[src/rtl/alu_host_interface.sv]
// Host front end for the ALU control unit: request capture, INBUS drive, OUTBUS capture, result handshake.
// Optional RUN-state watchdog is compiled in when ALU_HOST_TIMEOUT_EN is defined.
module alu_host_interface #(
  parameter int unsigned WIDTH   = 8,
  parameter int unsigned TIMEOUT = 64
) (
  input  logic             clk,
  input  logic             reset,
  input  logic             req_valid,
  output logic             req_ready,
  input  logic [1:0]       req_op,
  input  logic [WIDTH-1:0] req_a,
  input  logic [WIDTH-1:0] req_q,
  input  logic [WIDTH-1:0] req_m,
  output logic             cu_begin,
  output logic [1:0]       cu_op_code,
  input  logic             cu_loadA,
  input  logic             cu_loadQ,
  input  logic             cu_loadM,
  output logic [WIDTH-1:0] inbus,
  input  logic             cu_pushA,
  input  logic             cu_pushQ,
  input  logic [WIDTH-1:0] outbus,
  input  logic             cu_end,
  input  logic             cu_idle,
  output logic             rsp_valid,
  input  logic             rsp_ready,
  output logic [WIDTH-1:0] rsp_hi,
  output logic [WIDTH-1:0] rsp_lo,
  output logic             rsp_err
);

  localparam logic [1:0] OP_DIV = 2'b11;

  typedef enum logic [1:0] {
    S_IDLE  = 2'd0,
    S_START = 2'd1,
    S_RUN   = 2'd2,
    S_RESP  = 2'd3
  } state_t;

  state_t           r_state;
  state_t           w_next;

  logic [1:0]       r_op;
  logic [WIDTH-1:0] r_a;
  logic [WIDTH-1:0] r_q;
  logic [WIDTH-1:0] r_m;
  logic             r_push_a_d;
  logic             r_push_q_d;
  logic             r_cu_begin;
  logic             r_rsp_valid;
  logic [WIDTH-1:0] r_rsp_hi;
  logic [WIDTH-1:0] r_rsp_lo;
  logic             r_rsp_err;

  logic             w_req_ready;
  logic             w_accept;
  logic             w_div0;
  logic             w_addsub;
  logic             w_tmo_hit;
  logic             w_loads_on;
  logic [WIDTH-1:0] w_inbus;

  // Gated by reset so every output reads 0 while reset is held.
  assign w_req_ready = reset && (r_state == S_IDLE) && cu_idle;
  assign w_accept    = req_valid && w_req_ready;
  assign w_div0      = (req_op == OP_DIV) && (req_m == '0);
  assign w_addsub    = ~r_op[1];
  assign w_loads_on  = (r_state == S_START) || (r_state == S_RUN);

`ifdef ALU_HOST_TIMEOUT_EN
  localparam int unsigned CNT_W = ($clog2(TIMEOUT + 1) > 8) ? $clog2(TIMEOUT + 1) : 8;

  logic [CNT_W-1:0] r_tmo_cnt;

  // Counts RUN cycles; held at zero elsewhere so it restarts on every RUN entry.
  always_ff @(posedge clk or negedge reset) begin
    if (!reset) begin
      r_tmo_cnt <= '0;
    end else if (r_state != S_RUN) begin
      r_tmo_cnt <= '0;
    end else begin
      r_tmo_cnt <= r_tmo_cnt + CNT_W'(1);
    end
  end

  assign w_tmo_hit = (r_state == S_RUN) && (r_tmo_cnt == CNT_W'(TIMEOUT - 1));
`else
  // Watchdog compiled out; RUN waits for cu_end indefinitely.
  assign w_tmo_hit = 1'b0 & (TIMEOUT == 0);
`endif

  always_ff @(posedge clk or negedge reset) begin
    if (!reset) begin
      r_state <= S_IDLE;
    end else begin
      r_state <= w_next;
    end
  end

  always_comb begin
    w_next = r_state;
    case (r_state)
      S_IDLE: begin
        if (w_accept) begin
          w_next = w_div0 ? S_RESP : S_START;
        end
      end
      S_START: begin
        w_next = S_RUN;
      end
      S_RUN: begin
        if (cu_end || w_tmo_hit) begin
          w_next = S_RESP;
        end
      end
      S_RESP: begin
        if (rsp_ready) begin
          w_next = S_IDLE;
        end
      end
      default: begin
        w_next = S_IDLE;
      end
    endcase
  end

  // Operand capture, strobe delay and result capture.
  always_ff @(posedge clk or negedge reset) begin
    if (!reset) begin
      r_op        <= '0;
      r_a         <= '0;
      r_q         <= '0;
      r_m         <= '0;
      r_push_a_d  <= 1'b0;
      r_push_q_d  <= 1'b0;
      r_cu_begin  <= 1'b0;
      r_rsp_valid <= 1'b0;
      r_rsp_hi    <= '0;
      r_rsp_lo    <= '0;
      r_rsp_err   <= 1'b0;
    end else begin
      r_push_a_d  <= cu_pushA;
      r_push_q_d  <= cu_pushQ;
      r_cu_begin  <= (w_next == S_START);
      r_rsp_valid <= (w_next == S_RESP);

      if (w_accept) begin
        r_op      <= req_op;
        r_a       <= req_a;
        r_q       <= req_q;
        r_m       <= req_m;
        r_rsp_hi  <= '0;
        r_rsp_lo  <= '0;
        r_rsp_err <= w_div0;
      end

      if (r_state == S_RUN) begin
        // add/sub return only A, in the low word; mul/div return A high, Q low.
        if (r_push_a_d) begin
          if (w_addsub) begin
            r_rsp_lo <= outbus;
          end else begin
            r_rsp_hi <= outbus;
          end
        end
        if (r_push_q_d && !w_addsub) begin
          r_rsp_lo <= outbus;
        end
        if (w_tmo_hit && !cu_end) begin
          r_rsp_err <= 1'b1;
        end
      end

      if ((r_state == S_RESP) && rsp_ready) begin
        r_op <= '0;
      end
    end
  end

  // INBUS mux: A over Q over M, live only while the control unit is running.
  always_comb begin
    w_inbus = '0;
    if (w_loads_on) begin
      if (cu_loadA) begin
        w_inbus = r_a;
      end else if (cu_loadQ) begin
        w_inbus = r_q;
      end else if (cu_loadM) begin
        w_inbus = r_m;
      end
    end
  end

  assign req_ready  = w_req_ready;
  assign inbus      = w_inbus;
  assign cu_begin   = r_cu_begin;
  assign cu_op_code = r_op;
  assign rsp_valid  = r_rsp_valid;
  assign rsp_hi     = r_rsp_hi;
  assign rsp_lo     = r_rsp_lo;
  assign rsp_err    = r_rsp_err;

endmodule

[config.mk]
export PLATFORM = sky130hd
export DESIGN_NAME = alu_host_interface
export DESIGN_NICKNAME = d
export VERILOG_FILES = /design/src/rtl/alu_host_interface.sv
export SDC_FILE = /design/constraint.sdc
export NUM_CORES = 1
export LEC_CHECK = 0
export CORE_MARGIN = 8
export CORE_UTILIZATION = 41
export DETAILED_ROUTE_END_ITERATION = 8
export DONT_BUFFER_PORTS = 1
export GPL_TIMING_DRIVEN = 0
export PLACE_DENSITY = 0.52
export SLEW_MARGIN = 20
export SYNTH_ARGS = -nofsm -noshare
export SYNTH_HDL_FRONTEND = slang
export SYNTH_SLANG_ARGS = --single-unit
[constraint.sdc]
create_clock -name clk -period 2.3 [get_ports clk]
set_input_delay 0.46 -clock clk [delete_from_list [all_inputs] [get_ports clk]]
set_output_delay 0.46 -clock clk [all_outputs]
set_load 0.05 [all_outputs]
# After elaboration in Yosys (flattened, before gate mapping)
# Index checks and enable logic that the tools add are counted.
# totals
regBits	49
in_bits	45
out_inout_bits	30
wordCells	48
# op_classes
n_eq_ne	6
n_mux	20
reduce_logical	10
# op_table
op	n
8-bit 2-to-1 mux	13
2-bit 2-to-1 mux	6
2-bit equality test (second input constant)	4
8-bit zero test	1
2-bit case mux with 4 select lines	1
1-bit logical AND	6
2-bit by 1-bit equality test with 1-bit output (second input constant)	2
2-bit zero test	1
2-bit nonzero test	1
1-bit logical OR	1

# Longest topological paths before layout
# Gate-level depths: netlist (run 1).
# depth
depth_word	9
ltp_mapped	8
mapped_depth_nobuf	5

# Worst setup path before layout (run 1)
# OpenSTA, ideal clock, no wires.
# synth_timing
path_kind	input to output
startpoint	in cu_loadQ
endpoint	out inbus[0]
arrival_time_ns	1.526
required_time_ns	1.840
setup_slack_ns	0.314
path_stages	5
n_path_buf	2
path_cell_list	buf_4 -> nor2b_1 -> clkbuf_1 -> a221o_1 -> and3_1
# synth_via
elab_chain_cells	3
# synth_lines
item	line_no	source
start, declared	18	input logic cu_loadQ,
8-bit 2-to-1 mux	188	end else if (cu_loadQ) begin
8-bit 2-to-1 mux	186	if (cu_loadA) begin
8-bit 2-to-1 mux	185	if (w_loads_on) begin
end, declared	20	output logic [WIDTH-1:0] inbus,
# Every way passes these cells.

# Worst setup path in the final report (run 1)
# layout_timing
startpoint	reg r_state[0]
endpoint	out inbus[6]
# layout_via
elab_chain_cells	3
elab_cells_between_ends	4
classes_between	eq/ne: 2; mux: 1; reduce/logical: 1
# layout_lines
item	line_no	source
start, declared	42	state_t r_state;
start signal, assigned	98	r_state <= w_next;
2-bit by 1-bit equality test with 1-bit output or 2-bit equality test (tied branches)	70	assign w_loads_on = (r_state == S_START) || (r_state == S_RUN);
1-bit logical OR *	70	
8-bit 2-to-1 mux *	185	
# Every way passes the cells marked *; elsewhere a longest branch is shown, timed or not.

==> results of run 1 <==
-- cells by family (layout without fill, tap and decap cells) --
family / after synthesis / after routing / share of synthesized area
adders and majority gates: 4 / 4 / 0.02209
DFF: 49 / 49 / 0.5411
muxes: 11 / 11 / 0.04915
buffers and inverters: 22 / 32 / 0.04528
and+or+nand+nor: 116 / 116 / 0.2397
AOI/OAI and AO/OA: 26 / 26 / 0.1027
-- worst max path at each step --
stage,endpoint,slack [ns],depth (start not counted)
after CTS,inbus[4],0.0003,3
final,inbus[6],0.14,3
after detailed placement,inbus[2],0.12,5
after global placement,inbus[0],0.13,5
after floorplan,inbus[0],0.31,5
after global routing,inbus[6],0.01,3
-- state kept, by name (all words and copies together) (netlist names) --
| register | cells |
|---|---|
| cu_begin | 1 |
| cu_op_code | 2 |
| r_a | 8 |
| r_m | 8 |
| r_push_a_d | 1 |
| r_push_q_d | 1 |
| r_q | 8 |
| r_state | 2 |
| rsp_err | 1 |
| rsp_hi | 8 |
| rsp_lo | 8 |
| rsp_valid | 1 |
-- timing repair --
item / CTS / global route
pin swaps: 0 / 0
setup endpoints to repair: 3 / 6
gates resized for setup: 2 / 6
hold buffers: 1 / 1
endpoints found under the hold margin: 49 / 4
-- routing by layer --
metal | vias to the layer above | track usage | wire [µm]
met5 | - | 0 | 0
met4 | 0 | 0.03745 | 47
met3 | 5 | 0.05486 | 439
met2 | 43 | 0.2196 | 2564
met1 | 742 | 0.1668 | 2493
li1 | 782 | - | -
-- power by group --
group	switching (W)	leakage [nW]	internal, W	total, W
clock network	0.000302	0.0364	0.000214	0.000516
logic	0.000777	0.671	0.000471	0.00125
registers	0.000788	0.618	0.00122	0.00201
total	0.00187	1.33	0.00191	0.00378
-- worst max-delay path, stage by stage (launching register included) --
cell and delay, ns:
dfrtp_1 0.45, inv_1 0.09, ha_1 0.44, o211a_2 0.42
-- area by class of cell --
| cell class | instances | area (µm²) | share of cell area |
|---|---|---|---|
| clock buffers | 5 | 68.82 | 0.02760 |
| clock inverters | 3 | 22.52 | 0.009032 |
| repair buffers | 2 | 37.54 | 0.01505 |
| well taps | 72 | 90.09 | 0.03613 |
| inverters | 11 | 41.29 | 0.01656 |
| plain buffers | 11 | 61.31 | 0.02459 |
| flip-flops and latches | 49 | 1226 | 0.4917 |
| multi-input cells | 157 | 945.9 | 0.3793 |
-- through the flow --
step                      total power (W)  std cells
after global routing             0.004034        310
after global placement           0.003241        300
after floorplan                  0.003009        228
after detailed placement         0.003266        300
after CTS                        0.003817        309
final                            0.003776        310
-- cells in the final DEF, fill, tap and decap left out --
| cell type | Yosys | final |
|---|---|---|
| buf_6 | 1 | 1 |
| o211a_2 | 0 | 1 |
| and4_1 | 1 | 1 |
| a21o_1 | 1 | 1 |
| nand2_2 | 1 | 1 |
| or2b_1 | 1 | 1 |
| ha_1 | 4 | 4 |
| buf_2 | 4 | 4 |
| nand2_1 | 84 | 84 |
| dfrtp_1 | 49 | 49 |
| clkinvlp_4 | 0 | 3 |
| a211oi_2 | 1 | 1 |
| a221o_1 | 8 | 8 |
| nand2b_1 | 8 | 8 |
| mux2i_1 | 10 | 10 |
| buf_4 | 2 | 2 |
| a21oi_1 | 3 | 3 |
| nor2b_1 | 1 | 1 |
| nand3b_1 | 1 | 1 |
| a221oi_1 | 1 | 1 |
| clkbuf_8 | 0 | 5 |
| and3_1 | 9 | 2 |
| nor2_1 | 2 | 2 |
| and2_1 | 1 | 1 |
| nand4_2 | 2 | 2 |
| mux2_2 | 1 | 1 |
| dlygate4sd3_1 | 0 | 1 |
| a22o_1 | 8 | 8 |
| inv_1 | 11 | 11 |
| o21ai_0 | 1 | 1 |
| nor3b_2 | 1 | 1 |
| nor4b_1 | 2 | 2 |
| nor2_4 | 1 | 1 |
| nor3_1 | 1 | 1 |
| buf_16 | 0 | 1 |
| a211oi_1 | 1 | 1 |
| and3_2 | 0 | 7 |
| clkbuf_1 | 4 | 4 |
| a41oi_2 | 1 | 1 |
==> flow_summary.yaml, run 1 <==
outcome:
  status: "finished, final reports clean"
power:
  powerDensity_nw_per_um2: 1514
  peakVddDrop_mv: 0.6909
  power_leakage_nw: 1.325
setup_path:
  critPathArrivalTime_ns: 1.70
  reg2reg_from: "r_state[0]"
  cp-startpoint: "r_state[0]"
  crit_path_max_fanout: 8
  path_class: "reg -> out"
  r2r_end: "rsp_err"
  required_ns: 1.84
  crit_path_end_kind: "primary output"
  start_kind: "flop"
  r2r_setup_slack_ns: 0.57
  reg2regPathDepth: 7
finish:
  utilization: 0.4585
  syn_to_final_growth_pct: 10.05
  num_antenna_cells: 0
  design_area_um2: 2494
  fillCellCount: 539
  nets: 286
  drive_gt1_frac: 0.1345
routing:
  drtIter0Drc: 31
  avgViaCountPerCell: 5.071
  ant_nets: 0
  drc: 0
  wl_per_cell_um: 17.88
  routed_wirelength_um: 5544
  dr.pass1.iters: 4
  vias: 1572
sta:
  slew_viol_final: 0
  worst_slack_ns: 0.1352
  whs_ns: 0.1764
  finalHoldViolCount: 0
  max_slew.worst_pin.slew_ns: 0.5246
  slew_headroom: 0.6503
  period_share: 0.9412
  rsz0062_at_grt: "no"
  finalWorstPathRequiredPeriod_ns: 2.165
  timing.fmax_mhz: 461.9
  setup-violations-final: 0
  fin_tns_setup_ns: 0
  clock_skew_ns: 0.005488
logic_synthesis:
  synth-seq-area-share: 0.5411
  synth_area_um2: 2266
  synthFlopType: "dfrtp_1"
  ys_warn_count: 0
  synth_area_leaders: "dfrtp_1 (54%), nand2_1 (14%), mux2i_1 (4.4%)"
  yosysTopAreaCellShare: 0.5411
  async_reset_ff_frac: 1.000
  synth_top_cell_by_area: "dfrtp_1"
  yosys-top-cells-count: "nand2_1 (84), dfrtp_1 (49), inv_1 (11), mux2i_1 (10), and3_1 (9)"
  yosysMostFrequentCell: "nand2_1"
  ys_ff_latch: 49
  syn_avg_cell_area_um2: 9.938
  syn-instance-count: 228
  synth_edf_count: 0
  synth_fp_nets: 277
  ys_types: 34
placed_design:
  place_congestion: 0.8010
  dpl_cell_area_um2: 2356
  portBuffers: 0
  dp.final_hpwl_um: 4045
  dpl_worst_slack_ns: 0.1220
hold_path:
  hold_start: "cu_pushA"
  holdCritPathClass: "in -> reg"
  holdPathStages: 0
  min_to: "r_push_a_d"
die:
  initial_core_util: 0.4166
  boundaryPins: 75
  fp.dieH_um: 90.34
  die_width_um: 90.34
  core_area_um2: 5439
  rows: 27
  die_area_um2: 8161
clock_tree:
  cts_tree: "built"
  clock_sinks: 49
  insertion_delay_ns: 0.31
  cts_buffers: 5
  post_cts_buffers: 0
  h-tree-depth: 2
  clockRootBuffer: "clkbuf_8"
  clockBufferDepth: 2
  cts.clk_slew.worst_paths_ns: 0.09
global_routing:
  grt_pass1_wl_um: 8983
  grt_pass1_vias: 1667
  antenna_found_initial: 0
  grt-ovfl-total: 0
  grt_max_degree: 50
  track_usage: 0.1373
job:
  drv_cap: 0
(Power assumes the default switching activity.)
==> inputs of run 2 (changes only) <==
- PLACE_DENSITY: 0.52 -> 0.51
==> run 2 against run 1 <==
Via count grew 1.1%. Global-route usage grew 0.19 points. The flow now finishes with violations (negative hold slack). Routed wire length about the same. Non-clock buffer count down 1. Critical path type unchanged. Final cell count shrank 0.32%. Clock skew is 0.0014 ns lower. Final area up 1.3%. Critical path depth did not move.
==> flow_summary.yaml, run 2 (synthesized netlist as in run 1, its figures left out) <==
power:
  pwr-share-clk: 0.182
  combPwrFrac: 0.312
  powerDensity_nw_per_um2: 1577
  p_switching_w: 0.001856
  power_leakage_nw: 1.353
  switching_share: 0.4661
  seqPwrFrac: 0.506
  intPower_w: 0.002127
  peakVddDrop_mv: 0.6644
setup_path:
  crit_family: "flip-flops"
  critPathArrivalTime_ns: 1.69
  crit_end: "inbus[6]"
  r2r_setup_slack_ns: 0.58
  reg2regPathDepth: 7
  r2r_end: "rsp_err"
  crit_path_max_fanout: 8
  crit_path_end_kind: "primary output"
  required_ns: 1.84
  path_buf_inv: 1
  cp-startpoint: "r_state[0]"
  crit_slowest_cell: "dfrtp_1"
  reg2reg_from: "r_state[0]"
  path_class: "reg -> out"
  start_kind: "flop"
  path_depth: 3
  max_stage_delay_ns: 0.44
  cp_cell_sequence: "inv_1 -> ha_1 -> o211a_2"
routing:
  dr.pass1.iters: 4
  avgViaCountPerCell: 5.142
  wl_per_cell_um: 17.94
  drc: 0
  ant_nets: 0
  routed_wirelength_um: 5543
  vias: 1589
  drtIter0Drc: 64
clock_tree:
  clock_sinks: 49
  cts_buffers: 5
  h-tree-depth: 2
  clockBufferDepth: 2
  post_cts_buffers: 0
  clockRootBuffer: "clkbuf_8"
  cts.clk_slew.worst_paths_ns: 0.09
  cts_tree: "built"
  insertion_delay_ns: 0.30
hold_path:
  holdCritPathClass: "in -> async"
sta:
  finalHoldViolCount: 6
  timing.fmax_mhz: 466.0
  finalWorstPathRequiredPeriod_ns: 2.146
  clock_skew_ns: 0.004136
  fin_tns_setup_ns: 0
  setup-violations-final: 0
  slew_viol_final: 0
  whs_ns: -0.005167
  max_slew.worst_pin.slew_ns: 0.5474
  rsz0062_at_grt: "no"
  period_share: 0.9330
  slew_headroom: 0.6350
finish:
  mostFrequentLayoutCell: "nand2_1"
  finalNonFillerCells: 309
  nets: 285
  fillCellCount: 525
  drive_gt1_frac: 0.1350
  syn_to_final_growth_pct: 11.49
  num_antenna_cells: 0
  final_cell_mix: "nand2_1 (84), dfrtp_1 (49), inv_1 (11)"
die:
  rows: 27
  die_width_um: 90.34
  fp.dieH_um: 90.34
  die_area_um2: 8161
  initial_core_util: 0.4166
  core_area_um2: 5439
  boundaryPins: 75
global_routing:
  grt_pass1_wl_um: 9059
  grt_max_degree: 50
  antenna_found_initial: 0
  grt_pass1_vias: 1651
  track_usage: 0.1392
  grt-ovfl-total: 0
job:
  drv_cap: 0
placed_design:
  dp.cells: 300
  place_congestion: 0.7537
  dp.final_hpwl_um: 4037
  portBuffers: 0
outcome:
  violations: "negative hold slack"
  status: "finished with violations"
-- run 2: cell types whose count changed in the layout (fill, tap and decap cells not counted) --
| cell | previous run | this run |
|---|---|---|
| bufinv_16 | 0 | 2 |
| clkinv_2 | 0 | 1 |
| clkinvlp_4 | 3 | 0 |
| dlygate4sd3_1 | 1 | 0 |
-- run 2: layout make-up --
class / count / area (µm²) / share of cell area
tap: 72 / 90.09 / 0.03566
timing repair buffer: 1 / 27.53 / 0.01090
buffer: 11 / 61.31 / 0.02427
sequential: 49 / 1226 / 0.4854
inverter: 11 / 41.29 / 0.01634
clock inverter: 3 / 65.06 / 0.02576
clock buffer: 5 / 68.82 / 0.02724
multi-input combinational: 157 / 945.9 / 0.3744
-- run 2: worst min path at each step --
stage / from / endpoint
after floorplan: reset / cu_begin
after global placement: reset / r_q[7]
after detailed placement: reset / r_a[6]
after CTS: reset / r_m[0]
after global routing: reset / r_a[3]
final: reset / r_a[3]
-- run 2: repair_timing --
action	in CTS	in global routing
endpoints found under the setup margin	0	8
hold buffers	1	0
hold endpoints to repair	49	0
resized for setup	0	8
-- run 2: per-layer routing --
| layer | up-vias | wire [µm] | global-route usage |
|---|---|---|---|
| met3 | 5 | 444 | 0.05653 |
| met4 | 0 | 66 | 0.04161 |
| met2 | 48 | 2546 | 0.2190 |
| met5 | - | 0 | 0 |
| met1 | 758 | 2486 | 0.1703 |
| li1 | 778 | - | - |
-- run 2: through the flow --
step / power [W] / cell area, µm² / utilization / hold WS, ns / setup WS [ns]
after CTS: 0.004020 / 2517 / 0.4628 / 0.006597 / 0.003982
after floorplan: 0.003009 / 2266 / - / 0.1644 / 0.3144
final: 0.003983 / 2526 / 0.4645 / -0.005167 / 0.1541
after global placement: 0.003243 / 2356 / 0.4332 / 0.1663 / 0.1492
after detailed placement: 0.003264 / 2356 / 0.4332 / 0.1662 / 0.1304
after global routing: 0.004243 / 2526 / 0.4645 / 0.009407 / 0.05153
-- run 2: power by group through the flow --
stage | Clock [W] | Combinational, W | Sequential (W)
floorplan | 0 | 0.00106 | 0.00195
global placement | 0 | 0.00120 | 0.00204
detailed placement | 0 | 0.00122 | 0.00204
CTS | 0.000748 | 0.00124 | 0.00203
global route | 0.000778 | 0.00139 | 0.00207
finish | 0.000725 | 0.00124 | 0.00202
==> inputs of run 3 (changes only) <==
- CORE_UTILIZATION: 41 -> 49
- CTS_CLUSTER_DIAMETER: unset -> 120
- PLACE_DENSITY: 0.51 -> 0.6
==> run 3 against run 2 <==
The run now ends clean. Setup slack worse by 0.063 ns. Largest cell class unchanged. Largest power group unchanged. Core utilization is 10 points higher. Highest routed layer unchanged. Final area is 1.4% lower. Die area is 14% lower. Final cell count is 6.1% lower. Clock skew is 0.0029 ns higher. Sequential power hardly changed.
==> flow_summary.yaml, run 3 (synthesized netlist as in run 1, its figures left out) <==
clock_tree:
  clock_sinks: 49
  insertion_delay_ns: 0.30
  clockRootBuffer: "clkbuf_8"
  cts.clk_slew.worst_paths_ns: 0.08
  h-tree-depth: 2
  clockBufferDepth: 2
  cts_tree: "built"
  cts_buffers: 5
  post_cts_buffers: 0
global_routing:
  grt_pass1_wl_um: 9052
  antenna_found_initial: 0
  grt-ovfl-total: 0
  grt_pass1_vias: 1783
  track_usage: 0.1564
  grt_max_degree: 50
sta:
  period_share: 0.9606
  slew_headroom: 0.6390
  finalWorstPathRequiredPeriod_ns: 2.209
  rsz0062_at_grt: "no"
  finalHoldViolCount: 0
  clock_skew_ns: 0.007072
  timing.fmax_mhz: 452.6
  slew_viol_final: 0
  max_slew.worst_pin.slew_ns: 0.5415
  fin_tns_setup_ns: 0
  setup-violations-final: 0
setup_path:
  reg2reg_from: "r_state[0]"
  crit_path_max_fanout: 8
  path_class: "reg -> out"
  required_ns: 1.84
  reg2regPathDepth: 7
  r2r_end: "r_a[5]"
  r2r_setup_slack_ns: 0.58
  crit_path_end_kind: "primary output"
  cp-startpoint: "r_state[0]"
  start_kind: "flop"
  critPathArrivalTime_ns: 1.75
finish:
  syn_to_final_growth_pct: 9.884
  num_antenna_cells: 0
  final_cell_mix: "nand2_1 (84), dfrtp_1 (49), inv_1 (11)"
  drive_gt1_frac: 0.1303
  utilization: 0.5641
  nets: 286
  mostFrequentLayoutCell: "nand2_1"
power:
  powerDensity_nw_per_um2: 1563
  intPower_w: 0.002019
  combPwrFrac: 0.324
  p_switching_w: 0.001874
  peakVddDrop_mv: 0.6895
  pwr-share-clk: 0.157
  switching_share: 0.4813
  seqPwrFrac: 0.519
  power_leakage_nw: 1.355
  power.total_w: 0.003893
hold_path:
  hold_start: "cu_pushA"
  holdCritPathClass: "in -> reg"
  holdPathStages: 0
  min_to: "r_push_a_d"
die:
  die_width_um: 84
  boundaryPins: 75
  die_area_um2: 7056
  initial_core_util: 0.5133
  core_area_um2: 4414
  rows: 24
  fp.dieH_um: 84
routing:
  drc: 0
  dr.pass1.iters: 4
  avgViaCountPerCell: 5.672
  routed_wirelength_um: 5497
  vias: 1645
  drtIter0Drc: 71
  wl_per_cell_um: 18.96
  ant_nets: 0
placed_design:
  portBuffers: 0
  dp.final_hpwl_um: 4194
  place_congestion: 0.7797
job:
  drv_cap: 0
outcome:
  status: "finished, final reports clean"
## run 3: per-layer routing
metal  up-vias  GRT usage  share of wire
li1        780          -              -
met1       802     0.1689           0.39
met2        56     0.2730           0.52
met3         7    0.06836          0.082
met4         0    0.03611         0.0073
met5         -          0              0
## run 3: timing repair
action,CTS,global route
endpoints found under the hold margin,49,2
endpoints found under the setup margin,0,7
resized for setup,0,7
hold buffers,1,1
## run 3: critical path, cell delays in order, from the launching register on
cell and delay, ns:
dfrtp_1 0.45, inv_1 0.09, ha_1 0.43, o211a_1 0.48
## run 3: power groups by stage
| stage | clock [W] | combinational (W) | sequential, W |
|---|---|---|---|
| 6_report | 0.000611 | 0.00126 | 0.00202 |
| 2_1_floorplan | 0 | 0.00106 | 0.00195 |
| 3_5_place_dp | 0 | 0.00124 | 0.00205 |
| 4_1_cts | 0.000629 | 0.00126 | 0.00203 |
| 5_1_grt | 0.000668 | 0.00140 | 0.00207 |
| 3_3_place_gp | 0 | 0.00119 | 0.00203 |
## run 3: metrics by stage
stage / hold WS, ns / cell area (µm²) / std cells / setup WS [ns]
global route: 0.1683 / 2490 / 290 / 0.007317
detailed placement: 0.1661 / 2331 / 280 / 0.1212
CTS: 0.006724 / 2471 / 289 / 0.007963
global placement: 0.1660 / 2331 / 280 / 0.1477
floorplan: 0.1644 / 2266 / 228 / 0.3144
finish: 0.1879 / 2490 / 290 / 0.09063
## run 3: layout make-up
| class | instances | area (µm²) |
|---|---|---|
| multi-input combinational | 157 | 945.9 |
| buffer | 11 | 61.31 |
| timing repair buffer | 2 | 37.54 |
| inverter | 11 | 41.29 |
| clock buffer | 5 | 68.82 |
| sequential | 49 | 1226 |
| tap | 52 | 65.06 |
| fill | 411 | 1924 |
| clock inverter | 3 | 43.79 |
## run 3: worst max path at each step
stage               endpoint
floorplan           inbus[0]
global placement    inbus[0]
detailed placement  inbus[0]
CTS                 inbus[5]
global route        inbus[6]
finish              inbus[6]
